==> config.mk <==
export PLATFORM = sky130hd
export DESIGN_NAME = deser_lane_arbiter
export DESIGN_NICKNAME = d
export VERILOG_FILES = /design/src/rtl/deser_arb_pkg.sv /design/src/rtl/rr_pick.sv /design/src/rtl/deser_lane_arbiter.sv
export SDC_FILE = /design/constraint.sdc
export NUM_CORES = 1
export LEC_CHECK = 0
export CORE_ASPECT_RATIO = 0.9
export CORE_UTILIZATION = 45
export CTS_BUF_LIST = sky130_fd_sc_hd__clkbuf_8
export CTS_CLUSTER_SIZE = 16
export DETAILED_ROUTE_END_ITERATION = 16
export PLACE_DENSITY = 0.86
export RECOVER_POWER = 100
export SLEW_MARGIN = 30
export SYNTH_ARGS = -nofsm -noshare
export SYNTH_HDL_FRONTEND = slang
export SYNTH_SLANG_ARGS = --single-unit
==> constraint.sdc <==
create_clock -name clk_i -period 2.85 [get_ports clk_i]
set_input_delay 0.57 -clock clk_i [delete_from_list [all_inputs] [get_ports clk_i]]
set_output_delay 0.57 -clock clk_i [all_outputs]
set_load 0.005 [all_outputs]
==> src/rtl/deser_arb_pkg.sv <==
// Shared types for the deserializer lane arbiter.
package deser_arb_pkg;

    typedef enum logic [1:0] {
        IDLE   = 2'd0,
        STREAM = 2'd1,
        WAIT   = 2'd2,
        ABORT  = 2'd3
    } state_t;

    localparam int FRAME_BITS_DEF = 16;

endpackage

==> src/rtl/rr_pick.sv <==
// Round-robin picker: first requesting index strictly after i_last, wrapping.
module rr_pick #(
    parameter int N  = 4,
    parameter int LW = $clog2(N)
) (
    input  logic [N-1:0]  i_req,
    input  logic [LW-1:0] i_last,
    output logic [LW-1:0] o_idx,
    output logic          o_found
);

    // Cyclic search starting one past the previous owner; i_last itself is checked last.
    always_comb begin
        o_idx   = '0;
        o_found = 1'b0;
        for (int k = 1; k <= N; k++) begin
            if (!o_found && i_req[(int'(i_last) + k) % N]) begin
                o_idx   = LW'((int'(i_last) + k) % N);
                o_found = 1'b1;
            end
        end
    end

endmodule

==> src/rtl/deser_lane_arbiter.sv <==
// Time-shares one serial deserializer across NUM_LANES sources, one frame per grant,
// and tags each returned word (or abort) with the lane that produced it.
module deser_lane_arbiter
    import deser_arb_pkg::*;
#(
    parameter  int NUM_LANES  = 4,
    parameter  int FRAME_BITS = FRAME_BITS_DEF,
    parameter  int TIMEOUT    = 32,
    localparam int LANE_W     = $clog2(NUM_LANES)
) (
    input  logic                  clk_i,
    input  logic                  srst_i,
    input  logic [NUM_LANES-1:0]  req_i,
    input  logic [NUM_LANES-1:0]  data_i,
    input  logic [NUM_LANES-1:0]  data_val_i,
    output logic [NUM_LANES-1:0]  grant_o,
    output logic                  ser_data_o,
    output logic                  ser_data_val_o,
    output logic                  ser_srst_o,
    input  logic [FRAME_BITS-1:0] deser_data_i,
    input  logic                  deser_data_val_i,
    output logic [FRAME_BITS-1:0] word_o,
    output logic [LANE_W-1:0]     word_lane_o,
    output logic                  word_val_o,
    output logic                  abort_o
);

    localparam int BCW = $clog2(FRAME_BITS + 1);
    localparam int ICW = $clog2(TIMEOUT + 1);

    state_t                 r_state, w_state_nxt;
    logic [LANE_W-1:0]      r_lane, r_last_lane;
    logic [NUM_LANES-1:0]   r_grant;
    logic [BCW-1:0]         r_bit_cnt;
    logic [ICW-1:0]         r_idle_cnt;
    logic                   r_wait_cnt;
    logic [FRAME_BITS-1:0]  r_word;
    logic [LANE_W-1:0]      r_word_lane;
    logic                   r_word_val, r_abort;

    logic [LANE_W-1:0]      w_pick_idx;
    logic                   w_pick_found;
    logic                   w_lane_val, w_last_bit, w_timeout, w_streaming;

    rr_pick #(.N(NUM_LANES), .LW(LANE_W)) u_pick (
        .i_req   (req_i),
        .i_last  (r_last_lane),
        .o_idx   (w_pick_idx),
        .o_found (w_pick_found)
    );

    assign w_streaming = (r_state == STREAM);
    assign w_lane_val  = data_val_i[r_lane];
    assign w_last_bit  = w_lane_val && (r_bit_cnt == BCW'(FRAME_BITS - 1));
    assign w_timeout   = !w_lane_val && (r_idle_cnt == ICW'(TIMEOUT - 1));

    // Only the owning lane reaches the deserializer, and only while a frame is open.
    assign ser_data_o     = w_streaming ? data_i[r_lane] : 1'b0;
    assign ser_data_val_o = w_streaming ? w_lane_val     : 1'b0;
    // ABORT lasts exactly one cycle, so this is the one-cycle flush pulse.
    assign ser_srst_o     = srst_i | (r_state == ABORT);

    assign grant_o     = r_grant;
    assign word_o      = r_word;
    assign word_lane_o = r_word_lane;
    assign word_val_o  = r_word_val;
    assign abort_o     = r_abort;

    // State register.
    always_ff @(posedge clk_i) begin
        if (srst_i) r_state <= IDLE;
        else        r_state <= w_state_nxt;
    end

    // Next-state: one frame per grant, bounded waits for both the source and the deserializer.
    always_comb begin
        w_state_nxt = r_state;
        case (r_state)
            IDLE:    if (w_pick_found) w_state_nxt = STREAM;
            STREAM:  if (w_last_bit)        w_state_nxt = WAIT;
                     else if (w_timeout)    w_state_nxt = ABORT;
            WAIT:    if (deser_data_val_i)  w_state_nxt = IDLE;
                     else if (r_wait_cnt)   w_state_nxt = ABORT;
            ABORT:   w_state_nxt = IDLE;
            default: w_state_nxt = IDLE;
        endcase
    end

    // Grant, counters and tagged output registers.
    always_ff @(posedge clk_i) begin
        if (srst_i) begin
            r_lane      <= '0;
            r_last_lane <= LANE_W'(NUM_LANES - 1);
            r_grant     <= '0;
            r_bit_cnt   <= '0;
            r_idle_cnt  <= '0;
            r_wait_cnt  <= 1'b0;
            r_word      <= '0;
            r_word_lane <= '0;
            r_word_val  <= 1'b0;
            r_abort     <= 1'b0;
        end else begin
            r_word_val <= 1'b0;
            r_abort    <= 1'b0;
            case (r_state)
                IDLE: begin
                    if (w_pick_found) begin
                        r_lane     <= w_pick_idx;
                        r_grant    <= NUM_LANES'(1) << w_pick_idx;
                        r_bit_cnt  <= '0;
                        r_idle_cnt <= '0;
                        r_wait_cnt <= 1'b0;
                    end
                end
                STREAM: begin
                    if (w_lane_val) begin
                        r_bit_cnt  <= r_bit_cnt + 1'b1;
                        r_idle_cnt <= '0;
                    end else begin
                        r_idle_cnt <= r_idle_cnt + 1'b1;
                    end
                    if (w_last_bit || w_timeout) r_grant <= '0;
                end
                WAIT: begin
                    if (deser_data_val_i) begin
                        r_word      <= deser_data_i;
                        r_word_lane <= r_lane;
                        r_word_val  <= 1'b1;
                        r_last_lane <= r_lane;
                    end else begin
                        r_wait_cnt <= 1'b1;
                    end
                end
                ABORT: begin
                    r_abort     <= 1'b1;
                    r_word_lane <= r_lane;
                    r_last_lane <= r_lane;
                    r_grant     <= '0;
                end
                default: ;
            endcase
        end
    end

endmodule

==> results.md <==
* Outcome: complete, but fails checks
* Failing checks: capacitance limit, slew limit
* Grt peak-use layer: met2
* Syn Nets at 249
* DR WL/cell at 12.8 um
* Hold Buf Count CTS at 0
* Sw Ratio at 0.204
* Drt drc at 0
* CP Class: in -> out
* EDFF count, synth at 0
* Final Setup Violations at 0
* RSZ-0062 raised after global routing: false
* Switching power at 0.000268 W
* Clk_lat worst skew at 0.29 ns
* Met1 Use GR at 0.269
* Post-CTS setup buffer count at 0
* Die Ht at 61.9 um
* Buffers on Ports at 57
* Synth warn at 0
* Main synth FF type: dfxtp_1
* Met3 Resource Use GR at 0.0657
* Worst r2r src: r_lane[0]$_SDFFE_PP0P_
* Max_cap viols at 1
* Top-count cell post-synth: nand2_1
* Area contributors post-synth: dfxtp_1, nand2_1, a21oi_1
* Worst-case clock buffer depth at 2
* CP startpoint kind: primary input
* Setup WS post-layout at 0.138 ns
* Number of global-route vias before repair at 1,540
* Layout cells sized above 1 at 0.0652
* Die width at 68.6 um
* GR Util met2 at 0.332
* P_int at 0.00105 W
* Mapped Area at 1800 um^2
* Flops & latches, synth at 42
* Gate Count Post-Synth at 215
* Final hold vios at 0
* Worst slew pin tran at 1.78 ns
* Hold_ws at 0.456 ns
* Leak pwr at 0.995 nW
* Mean Syn Cell Area at 8.36 um^2
* Yosys top cell by area: dfxtp_1
* Power Dens Cells at 511 nW/um^2
* Cell count after placement at 314
* CTS tree: built
* Max IR drop VDD at 442 uV
* Post-Route Skew at 0.00630 ns
* Final slew viol count at 44
* Hold crit path type: reg -> reg
* Most frequent cells after synthesis: nand2_1, dfxtp_1, a21oi_1
* Worst setup EP type: output pin
* Gp weighted congestion at 0.810
* Final HPWL DP at 2930 um
* Setup TNS after final layout at 0 ns
* CTS buffer count at 5
* Global-route usage over all layers at 0.210
* Pre-CTS setup slack at 0.167 ns
* Layout area overhead at 43.1%
* Die footprint at 4250 um^2
* Largest net degree at the start of global routing at 44
* Critical path required time at 2.28 ns
* Post-CTS Resized at 0
* Critical Path Start: data_i[3]
* Comb power frac at 0.105
* Initial Util at 0.478
* Fin nets at 309
* Slew headroom at -0.190
* Ports at 58
* Core box area at 3760 um^2
* CTS sink cnt at 42
* N_diodes at 0
* Post-Route WL at 4130 um
* Routed vias at 1,700
* Htree depth at 2
* Vias/cell at 5.28
* Total congestion overflow at 0
* First-pass GRT wire length at 6580 um
* Row count at 21
* Clock root buffer: clkbuf_8
* Sequential Power Share at 0.458
* Post-DRT Antenna Nets at 0
* Post-synthesis sequential area ratio at 0.468
* Crit path time final at 2.71 ns
* Hold Startpoint: word_o[2]$_SDFFE_PP0P_
* Clock network fraction of total power at 0.437
* Unique cell type count in the Yosys netlist at 35
* Max Fclk at 369 MHz
* Area share of the largest cell type after synthesis at 0.468
* DRT iter0 DRCs at 80
* Tcrit/Tclk final at 0.952
* Clk slew on worst S/H paths at 0.08 ns
* Final cell count without fillers at 322
* Initial antenna violation count at 0
* First-pass DRT Iterations at 4
* CP Data Arrival Time at 2.14 ns
* Worst-path maximum fanout at 1
* Post-synth ARST share at 0
==> stage by stage <==
step | instance area [um^2] | total power (W) | util
floorplan | 1800 | 0.000678 | -
global placement | 2430 | 0.000754 | 0.647
detailed placement | 2430 | 0.000755 | 0.647
CTS | 2570 | 0.00132 | 0.685
global route | 2570 | 0.00135 | 0.684
finish | 2570 | 0.00131 | 0.684
==> cell type report <==
cell class                 instances  area [um^2]
timing repair buffer              63          612
clock inverter                     2         60.1
fill                             294         1190
inverter                           5         18.8
multi-input combinational        158          900
sequential                        42          841
clock buffer                       6         82.6
tap                               46         57.6
==> power by group through the flow <==
stage | sequential [W] | clock, W | combinational (W)
after global placement | 0.000616 | 0 | 0.000138
after global routing | 0.000604 | 0.000599 | 0.000151
after floorplan | 0.000615 | 0 | 0.0000622
after CTS | 0.000602 | 0.000582 | 0.000140
after detailed placement | 0.000616 | 0 | 0.000139
final | 0.000602 | 0.000574 | 0.000138
==> critical path, stage by stage <==
cell,delay (ns)
clkdlybuf4s50_1,0.40
mux4_2,0.45
and2_1,0.16
dlygate4sd3_1,0.57
==> layout by cell type, fill, tap and decap left out, types with 2 or more instances in the layout <==
| cell type | synthesis | routed |
|---|---|---|
| nor2_1 | 15 | 15 |
| ha_1 | 3 | 3 |
| mux4_2 | 2 | 2 |
| nand2b_1 | 6 | 6 |
| nor2b_1 | 2 | 2 |
| a311oi_1 | 4 | 4 |
| o211ai_1 | 2 | 2 |
| a21oi_1 | 30 | 30 |
| nor3_1 | 6 | 6 |
| o221ai_1 | 2 | 2 |
| clkbuf_8 | 0 | 6 |
| clkdlybuf4s50_1 | 0 | 31 |
| buf_4 | 0 | 5 |
| bufinv_16 | 0 | 2 |
| nand3_1 | 4 | 4 |
| nand2_1 | 46 | 46 |
| dlygate4sd3_1 | 0 | 26 |
| o21ai_0 | 6 | 6 |
| inv_1 | 5 | 5 |
| nor4_1 | 2 | 2 |
| xor2_1 | 2 | 2 |
| a211oi_1 | 3 | 3 |
| and3_1 | 4 | 4 |
| mux2i_1 | 2 | 2 |
| or3_1 | 3 | 3 |
| dfxtp_1 | 42 | 42 |
==> registers in the layout (all words and copies together), names as in the netlist <==
signal / flops
word_lane_o: 2
r_lane: 2
grant_o: 4
r_state: 2
r_last_lane: 2
r_wait_cnt: 1
abort_o: 1
r_bit_cnt: 5
word_o: 16
r_idle_cnt: 6
word_val_o: 1
==> metal layers <==
metal | up-vias | wire, um
met4 | 0 | 59
met1 | 783 | 1910
met5 | - | 0
met2 | 37 | 1970
li1 | 874 | -
met3 | 6 | 193
==> cells by family (layout without fill, tap and decap cells) <==
logic type / after synthesis / count (layout) / share of synthesized area
AO/OA/AOI/OAI: 53 / 53 / 0.182
XOR/XNOR: 2 / 2 / 0.00975
adder cells (fa/ha/maj): 3 / 3 / 0.0209
buffers and inverters: 15 / 76 / 0.0313
flip-flops: 42 / 42 / 0.468
multiplexers: 4 / 4 / 0.0362
AND/OR/NAND/NOR: 96 / 96 / 0.252
==> path summary, 6_finish.rpt <==
path | end | slack (ns) | cells after the start
worst min-delay path | word_o[2]$_SDFFE_PP0P_ | 0.46 | 2
worst max-delay path | ser_data_o | 0.14 | 4
worst min register to register | word_o[2]$_SDFFE_PP0P_ | 0.46 | 2
worst max register to register | grant_o[2]$_SDFFE_PP0P_ | 0.69 | 6
(Power assumes the default switching activity.)
